--- config.mk ---
export PLATFORM = sky130hd
export DESIGN_NAME = imem_load_arbiter_flat
export DESIGN_NICKNAME = d
export VERILOG_FILES = /design/src/rtl/imem_pkg.sv /design/src/rtl/imem_load_arbiter_if.sv /design/src/rtl/imem_load_arbiter.sv /design/src/flat_wrapper.sv
export SDC_FILE = /design/constraint.sdc
export NUM_CORES = 1
export LEC_CHECK = 0
export ABC_AREA = 1
export CORE_MARGIN = 2
export CORE_UTILIZATION = 43
export CTS_CLUSTER_DIAMETER = 30
export DETAILED_ROUTE_END_ITERATION = 6
export PLACE_DENSITY = 0.87
export SETUP_SLACK_MARGIN = 0.1
export SYNTH_ARGS = -nofsm -noshare
export SYNTH_HDL_FRONTEND = slang
export SYNTH_SLANG_ARGS = --single-unit
--- constraint.sdc ---
create_clock -name clk -period 2.9 [get_ports clk]
set_input_delay 0.58 -clock clk [delete_from_list [all_inputs] [get_ports clk]]
set_output_delay 0.58 -clock clk [all_outputs]
set_load 0.01 [all_outputs]
--- src/rtl/imem_pkg.sv ---
// Shared types and constants for the instruction-memory load arbiter.
package imem_pkg;
  localparam int SIZE_INST_DEF = 5;
  localparam int BYTE_LANES    = 4;

  typedef enum logic [1:0] {
    RUN     = 2'd0,
    COLLECT = 2'd1,
    WRITE   = 2'd2,
    DONE    = 2'd3
  } state_t;
endpackage

--- src/rtl/imem_load_arbiter_if.sv ---
// Fetch, byte-loader and instruction-RAM signals around the load arbiter.
interface imem_load_arbiter_if #(
  parameter int SIZE_INST = imem_pkg::SIZE_INST_DEF
);
  logic                 fetch_req;
  logic [31:0]          fetch_pc;
  logic                 fetch_ready;
  logic                 fetch_valid;
  logic [31:0]          fetch_instr;
  logic                 load_start;
  logic [SIZE_INST:0]   load_words;
  logic                 byte_valid;
  logic [7:0]           byte_data;
  logic                 byte_ready;
  logic                 load_busy;
  logic                 load_done;
  logic                 core_hold;
  logic                 mem_we;
  logic [SIZE_INST-1:0] mem_addr;
  logic [31:0]          mem_wdata;
  logic [31:0]          mem_rdata;

  modport slave (
    input  fetch_req, fetch_pc, load_start, load_words, byte_valid, byte_data, mem_rdata,
    output fetch_ready, fetch_valid, fetch_instr, byte_ready, load_busy, load_done,
           core_hold, mem_we, mem_addr, mem_wdata
  );

  modport master (
    output fetch_req, fetch_pc, load_start, load_words, byte_valid, byte_data, mem_rdata,
    input  fetch_ready, fetch_valid, fetch_instr, byte_ready, load_busy, load_done,
           core_hold, mem_we, mem_addr, mem_wdata
  );
endinterface

--- src/rtl/imem_load_arbiter.sv ---
// Shares the instruction RAM between 1-cycle core fetches and a byte-serial loader
// that writes little-endian words from address 0 while holding the core.
module imem_load_arbiter
  import imem_pkg::*;
#(
  parameter int SIZE_INST = SIZE_INST_DEF
) (
  input logic               clk,
  input logic               rst,
  imem_load_arbiter_if.slave bus
);
  localparam logic [SIZE_INST:0] FULL_LOAD = (SIZE_INST+1)'(1 << SIZE_INST);
  localparam logic [1:0]         LAST_LANE = 2'(BYTE_LANES - 1);

  state_t               state;
  logic [1:0]           byte_cnt;
  logic [SIZE_INST:0]   word_cnt;
  logic [SIZE_INST:0]   target;
  logic [SIZE_INST-1:0] wr_addr;
  logic [31:0]          asm_word;
  logic                 fetch_valid_q;
  logic                 fetch_accept;
  logic                 unused_pc_bits;

  assign unused_pc_bits = ^bus.fetch_pc[31:SIZE_INST];

  // load_start wins over a same-cycle fetch so the RAM port is free for the loader.
  assign bus.fetch_ready = (state == RUN) && !bus.load_start;
  assign fetch_accept    = bus.fetch_req && bus.fetch_ready;

  assign bus.fetch_valid = fetch_valid_q;
  assign bus.fetch_instr = bus.mem_rdata;
  assign bus.byte_ready  = (state == COLLECT);
  assign bus.load_busy   = (state == COLLECT) || (state == WRITE);
  assign bus.core_hold   = (state != RUN);
  assign bus.load_done   = (state == DONE);
  assign bus.mem_we      = (state == WRITE);
  assign bus.mem_addr    = (state == WRITE) ? wr_addr : bus.fetch_pc[SIZE_INST-1:0];
  assign bus.mem_wdata   = asm_word;

  always_ff @(posedge clk or posedge rst) begin
    if (rst) begin
      state         <= RUN;
      byte_cnt      <= '0;
      word_cnt      <= '0;
      target        <= '0;
      wr_addr       <= '0;
      asm_word      <= '0;
      fetch_valid_q <= 1'b0;
    end else begin
      fetch_valid_q <= fetch_accept;
      case (state)
        RUN: begin
          if (bus.load_start) begin
            state    <= COLLECT;
            target   <= (bus.load_words == '0) ? FULL_LOAD : bus.load_words;
            byte_cnt <= '0;
            word_cnt <= '0;
            wr_addr  <= '0;
          end
        end
        COLLECT: begin
          if (bus.byte_valid) begin
            asm_word[{byte_cnt, 3'b000} +: 8] <= bus.byte_data;
            byte_cnt <= byte_cnt + 2'd1;
            if (byte_cnt == LAST_LANE) state <= WRITE;
          end
        end
        WRITE: begin
          wr_addr  <= wr_addr + 1'b1;
          word_cnt <= word_cnt + 1'b1;
          state    <= ((word_cnt + 1'b1) == target) ? DONE : COLLECT;
        end
        DONE:    state <= RUN;
        default: state <= RUN;
      endcase
    end
  end
endmodule

--- src/flat_wrapper.sv ---
// flat-port wrapper written by rule: the top's interface ports become plain ports
module imem_load_arbiter_flat import imem_pkg::*;
#(
  parameter int SIZE_INST = SIZE_INST_DEF
)
  (clk, rst, bus_fetch_req, bus_fetch_pc, bus_load_start, bus_load_words, bus_byte_valid, bus_byte_data, bus_mem_rdata, bus_fetch_ready, bus_fetch_valid, bus_fetch_instr, bus_byte_ready, bus_load_busy, bus_load_done, bus_core_hold, bus_mem_we, bus_mem_addr, bus_mem_wdata);
  imem_load_arbiter_if #(.SIZE_INST(SIZE_INST)) bus_i ();
  input logic clk;
  input logic rst;
  input wire logic [$bits(bus_i.fetch_req)-1:0] bus_fetch_req;
  input wire logic [$bits(bus_i.fetch_pc)-1:0] bus_fetch_pc;
  input wire logic [$bits(bus_i.load_start)-1:0] bus_load_start;
  input wire logic [$bits(bus_i.load_words)-1:0] bus_load_words;
  input wire logic [$bits(bus_i.byte_valid)-1:0] bus_byte_valid;
  input wire logic [$bits(bus_i.byte_data)-1:0] bus_byte_data;
  input wire logic [$bits(bus_i.mem_rdata)-1:0] bus_mem_rdata;
  output wire logic [$bits(bus_i.fetch_ready)-1:0] bus_fetch_ready;
  output wire logic [$bits(bus_i.fetch_valid)-1:0] bus_fetch_valid;
  output wire logic [$bits(bus_i.fetch_instr)-1:0] bus_fetch_instr;
  output wire logic [$bits(bus_i.byte_ready)-1:0] bus_byte_ready;
  output wire logic [$bits(bus_i.load_busy)-1:0] bus_load_busy;
  output wire logic [$bits(bus_i.load_done)-1:0] bus_load_done;
  output wire logic [$bits(bus_i.core_hold)-1:0] bus_core_hold;
  output wire logic [$bits(bus_i.mem_we)-1:0] bus_mem_we;
  output wire logic [$bits(bus_i.mem_addr)-1:0] bus_mem_addr;
  output wire logic [$bits(bus_i.mem_wdata)-1:0] bus_mem_wdata;
  assign bus_i.fetch_req = bus_fetch_req;
  assign bus_i.fetch_pc = bus_fetch_pc;
  assign bus_i.load_start = bus_load_start;
  assign bus_i.load_words = bus_load_words;
  assign bus_i.byte_valid = bus_byte_valid;
  assign bus_i.byte_data = bus_byte_data;
  assign bus_i.mem_rdata = bus_mem_rdata;
  assign bus_fetch_ready = bus_i.fetch_ready;
  assign bus_fetch_valid = bus_i.fetch_valid;
  assign bus_fetch_instr = bus_i.fetch_instr;
  assign bus_byte_ready = bus_i.byte_ready;
  assign bus_load_busy = bus_i.load_busy;
  assign bus_load_done = bus_i.load_done;
  assign bus_core_hold = bus_i.core_hold;
  assign bus_mem_we = bus_i.mem_we;
  assign bus_mem_addr = bus_i.mem_addr;
  assign bus_mem_wdata = bus_i.mem_wdata;
  imem_load_arbiter #(.SIZE_INST(SIZE_INST)) u_core (.clk(clk), .rst(rst), .bus(bus_i));
endmodule
# ---- After elaboration in Yosys (flattened, before gate mapping)
# Cells that the tools add are included.
dict set report word_totals {
  register_bits 54
  input_bits 83
  output_inout_bits 76
  elab_cells 50
}
dict set report classes {
  n_addsub 4
  n_eq_ne 8
  n_shift 2
  n_mux 15
  n_reduce_logical 14
}
# cell n
set op_table {}
lappend op_table {{$bwmux 32} 1}
lappend op_table {{$shift 8x7->32 const A} 1}
lappend op_table {{$shiftx 8x7->32} 1}
lappend op_table {{$mux 2} 6}
lappend op_table {{$mux 6} 2}
lappend op_table {{$pmux 6 s2} 1}
lappend op_table {{$mux 5} 2}
lappend op_table {{$pmux 5 s2} 1}
lappend op_table {{$pmux 2 s4} 1}
lappend op_table {{$neg 5->7} 1}
lappend op_table {{$add 6x1->6 const B} 1}
lappend op_table {{$eq 2x2->1 const B} 3}
lappend op_table {{$eq 6x6->1} 1}
lappend op_table {{$logic_not 6->1} 1}
lappend op_table {{$reduce_and 2->1} 3}
lappend op_table {{$reduce_and 3->1} 2}
lappend op_table {{$reduce_bool 2->1} 3}
lappend op_table {{$add 5x1->5 const B} 1}
lappend op_table {{$ne 2x2->1 const B} 2}
lappend op_table {{$pmux 2 s2} 1}
lappend op_table {{$add 2x1->2 const B} 1}
lappend op_table {{$eq 2x1->1 const B} 1}
lappend op_table {{$logic_and 1x1->1} 2}
lappend op_table {{$logic_not 2->1} 1}
lappend op_table {{other kinds (3)} 3}

# ---- Logic depth before layout (Yosys ltp)
dict set report depth {
  word_depth 4
  ltp_mapped 10
  ltp_nobuf 10
}

# ---- Least setup slack after synthesis
# Ideal clock, no wire load.
dict set report synth_timing {
  path_type {reg-to-output}
  from {reg u_core.state[0]}
  to {out bus_mem_addr[4]}
  arrival_time_ns 1.225
  required_time_ns 2.320
  path_slack_ns 1.095
  path_stages_with_launch 6
  path_buffers 1
  cell_sequence {dfrtp_1 inv_1 ha_1 buf_6 inv_4 o21ai_0}
}
dict set report synth_via {
  elab_chain_cells 2
}
# item line
set synth_lines {}
lappend synth_lines {{start, declared} imem_load_arbiter.sv:15} ;# state_t state;
lappend synth_lines {{start signal, assigned} imem_load_arbiter.sv:72} ;# state <= ((word_cnt + 1'b1) == target) ? DONE : COLLECT;
lappend synth_lines {{$eq 2x2->1} --}
lappend synth_lines {{net bus_mem_we} flat_wrapper.sv:24} ;# output wire logic [$bits(bus_i.mem_we)-1:0] bus_mem_we;
lappend synth_lines {{$mux 5} imem_load_arbiter.sv:38} ;# assign bus.mem_addr = (state == WRITE) ? wr_addr : bus.fetch_pc[SIZE_INST-1:0];
lappend synth_lines {{end, declared} flat_wrapper.sv:25} ;# output wire logic [$bits(bus_i.mem_addr)-1:0] bus_mem_addr;
# The timed path passes the listed nets, and every way through them passes these cells.

# ---- Final worst setup path
dict set report layout_timing {
  from {reg u_core.state[0]}
  to {out bus_fetch_ready}
}
dict set report layout_via {
  elab_chain_cells 2
}
# item line
set layout_lines {}
lappend layout_lines {{$logic_not 2->1} imem_load_arbiter.sv:28} ;# assign bus.fetch_ready = (state == RUN) && !bus.load_start;
lappend layout_lines {{$logic_and 1x1->1} imem_load_arbiter.sv:28}
lappend layout_lines {{end, declared} flat_wrapper.sv:17} ;# output wire logic [$bits(bus_i.fetch_ready)-1:0] bus_fetch_ready;
# Every way passes these cells.

==> results.json <==
{
  "postSynthAreaPerCell_um2": 8.48,
  "ys_warn_count": 0,
  "top_level_ports": 159,
  "yosysTopAreaCellShare": 0.454,
  "leakagePower_nw": 1.71,
  "yosysMostFrequentCell": "nand2_1",
  "cts_tree": "built",
  "critPathMaxStageDelay_ns": 0.57,
  "clock_latency_ns": 0.30,
  "hold_buffers": 0,
  "cp_cell_sequence": "inv_1, ha_1, inv_1, nor2_4, clkdlybuf4s50_1",
  "grt_antenna_before_repair": 0,
  "drc": 0,
  "grt_pass1_wl_um": 11200,
  "synth_top_area_cell": "dfrtp_1",
  "clkTransAtPathRegs_ns": 0.09,
  "path_class": "reg2out",
  "syn_area_mm2": 0.00298,
  "yosys.area_share.simple": 0.226,
  "async_reset_ff_frac": 1.00,
  "clock_sinks": 54,
  "final-setup-viol-count": 0,
  "hold_viol_final": 0,
  "setup_ws_ns": 0.256,
  "rows": 30,
  "synth_top_family_by_area": "simple AND/OR/NAND/NOR gates",
  "htree_num_levels": 2,
  "viasPerCell": 5.50,
  "track_usage": 0.182,
  "synthAdderAreaFrac": 0.0546,
  "synthToLayoutAreaGrowth_pct": 20.5,
  "yosysSeqAreaShare": 0.454,
  "min_period_ns": 2.64,
  "relSlewSlack": 0.593,
  "synth_compound_area_frac": 0.126,
  "syn_nets": 447,
  "cts-buffers-inserted": 5,
  "drive_gt1_frac": 0.0465,
  "worst_clock_skew_ns": 0.00874,
  "worst_pin_slew_ns": 0.609,
  "cp.buffers_inverters": 3,
  "overflow": 0,
  "synthTopCellsByArea": "dfrtp_1 45%, nand2_1 10%, buf_4 8.1%, o21ai_0 7.1%, nand4_1 5.9%",
  "worstPathRequired_ns": 2.32,
  "dpl_cell_area_mm2": 0.00349,
  "place.port_buffers": 67,
  "antenna_cells": 0,
  "critPathTopFamily": "buffers and inverters",
  "worstHoldPathType": "reg2reg",
  "nets": 482,
  "design_area_mm2": 0.00359,
  "cts.repair.resized": 0,
  "gp_congestion": 0.897,
  "core_area_mm2": 0.00676,
  "critPathArrivalTime_ns": 2.06,
  "place_ws_ns": 0.465,
  "first_pass_iters": 4,
  "critPathMaxFanout": 5,
  "rsz0062_at_grt": "false",
  "dieArea_mm2": 0.00761,
  "fmax_ghz": 0.378,
  "tns_ns": 0,
  "vias": 2568,
  "routedWlPerCell_um": 14.7,
  "die_h_um": 87.2,
  "min_period_over_period": 0.912,
  "drv_slew": 0,
  "grt_max_degree": 29,
  "die_width_um": 87.2,
  "cts.path.max_buffers": 2,
  "start_util": 0.441,
  "grt_pass1_vias": 2459,
  "cp-start-kind": "register",
  "status": "complete, no violations",
  "drt_wl_total_um": 6850,
  "ant_nets": 0,
  "synthMuxAreaShare": 0,
  "post-cts-setup-buffers": 0,
  "synthDistinctLibCells": 31,
  "root_buffer": "clkbuf_8",
  "ys.flop_type": "dfrtp_1",
  "cpMaxStageDelayCell": "clkdlybuf4s50_1",
  "synth_xor_area_frac": 0.00294,
  "crit_path_end_kind": "primary output",
  "dp_hpwl_um": 5120,
  "synthTopCellsByCount": "79 x nand2_1, 54 x dfrtp_1, 42 x o21ai_0, 32 x buf_4, 29 x inv_1",
  "synth_edf_count": 0,
  "synth_seq_cells": 54,
  "cp_common_cell": "inv_1",
  "first_iter_violations": 132,
  "synthCells": 351,
  "max_cap_violations": 0,
  "irDropWorstVdd_mv": 0.493,
  "power.density_mw_per_mm2": 883
}
==> where the power goes <==
part	total, mW	internal (mW)	switching (mW)
logic	1.58	0.658	0.922
clock network	0.432	0.193	0.239
registers	1.16	0.983	0.173
total	3.17	1.83	1.33
==> cell usage in the layout, fill, tap and decap left out, types with 2 or more instances in the layout <==
| master | count |
|---|---|
| a21oi_1 | 6 |
| buf_4 | 2 |
| clkbuf_8 | 6 |
| clkdlybuf4s50_1 | 67 |
| dfrtp_1 | 54 |
| ha_1 | 12 |
| inv_1 | 28 |
| nand2_1 | 79 |
| nand3_1 | 10 |
| nand3b_1 | 2 |
| nand4_1 | 28 |
| nor2_1 | 19 |
| nor3_1 | 2 |
| o21ai_0 | 42 |
| o22ai_1 | 4 |
| o41ai_1 | 8 |
==> stage by stage <==
step / hold slack [ns] / util / cells / power (mW)
finish: 0.512 / 0.531 / 467 / 3.17
global route: 0.550 / 0.531 / 467 / 3.42
CTS: 0.516 / 0.531 / 467 / 3.17
detailed placement: 0.495 / 0.517 / 459 / 2.74
global placement: 0.490 / 0.517 / 459 / 2.66
floorplan: 0.462 / - / 351 / 2.14
==> flip-flops by register name, indices dropped and copies added, names as in the netlist <==
signal	cells
u_core.bus.mem_wdata	32
u_core.wr_addr	5
u_core.state	2
u_core.word_cnt	6
u_core.target	6
u_core.byte_cnt	2
u_core.bus.fetch_valid	1
==> final cells by class <==
class	count	area, um^2
Tap cell	80	100
Multi-Input combinational cell	224	1220
Clock buffer	7	86.3
Timing Repair Buffer	70	706
Inverter	31	119
Clock inverter	1	5.00
Sequential cell	54	1350
Fill cell	608	3170
==> worst min-delay path, delay by kind of cell, from the launching register on <==
family,cells,cell delay (ns)
AO/OA/AOI/OAI,2,0.14
flip-flops,1,0.35
==> final timing paths <==
check / startpoint / end / slack [ns] / cells after the start
hold reg to reg: u_core.bus.mem_wdata[3]$_DFFE_PP0P_ / u_core.bus.mem_wdata[3]$_DFFE_PP0P_ / 0.51 / 2
setup / recovery: u_core.state[0]$_DFFE_PP0P_ / bus_fetch_ready / 0.26 / 5
max in group asynchronous: rst / u_core.bus.mem_wdata[2]$_DFFE_PP0P_ / 1.70 / 3
setup reg to reg: u_core.byte_cnt[0]$_DFFE_PP0P_ / u_core.bus.mem_wdata[4]$_DFFE_PP0P_ / 0.67 / 5
min in group asynchronous: rst / u_core.wr_addr[4]$_DFFE_PP0P_ / 0.66 / 2
hold / removal: u_core.bus.mem_wdata[3]$_DFFE_PP0P_ / u_core.bus.mem_wdata[3]$_DFFE_PP0P_ / 0.51 / 2
==> routing by layer <==
metal / routed length, um / GRT usage / vias up
li1: - / - / 1224
met1: 2900 / 0.227 / 1226
met2: 3400 / 0.314 / 105
met3: 470 / 0.0436 / 13
met4: 85 / 0.0531 / 0
met5: 0 / 0 / -
==> kinds of logic (layout without fill, tap and decap cells) <==
group                    count (synthesis)  in the layout
AO/OA/AOI/OAI                           64             64
XOR/XNOR                                 1              1
adder cells (fa/ha/maj)                 13             13
buffers and inverters                   73            109
flip-flops                              54             54
AND/OR/NAND/NOR                        146            146
Note: power is estimated with default switching activity, not from simulation.
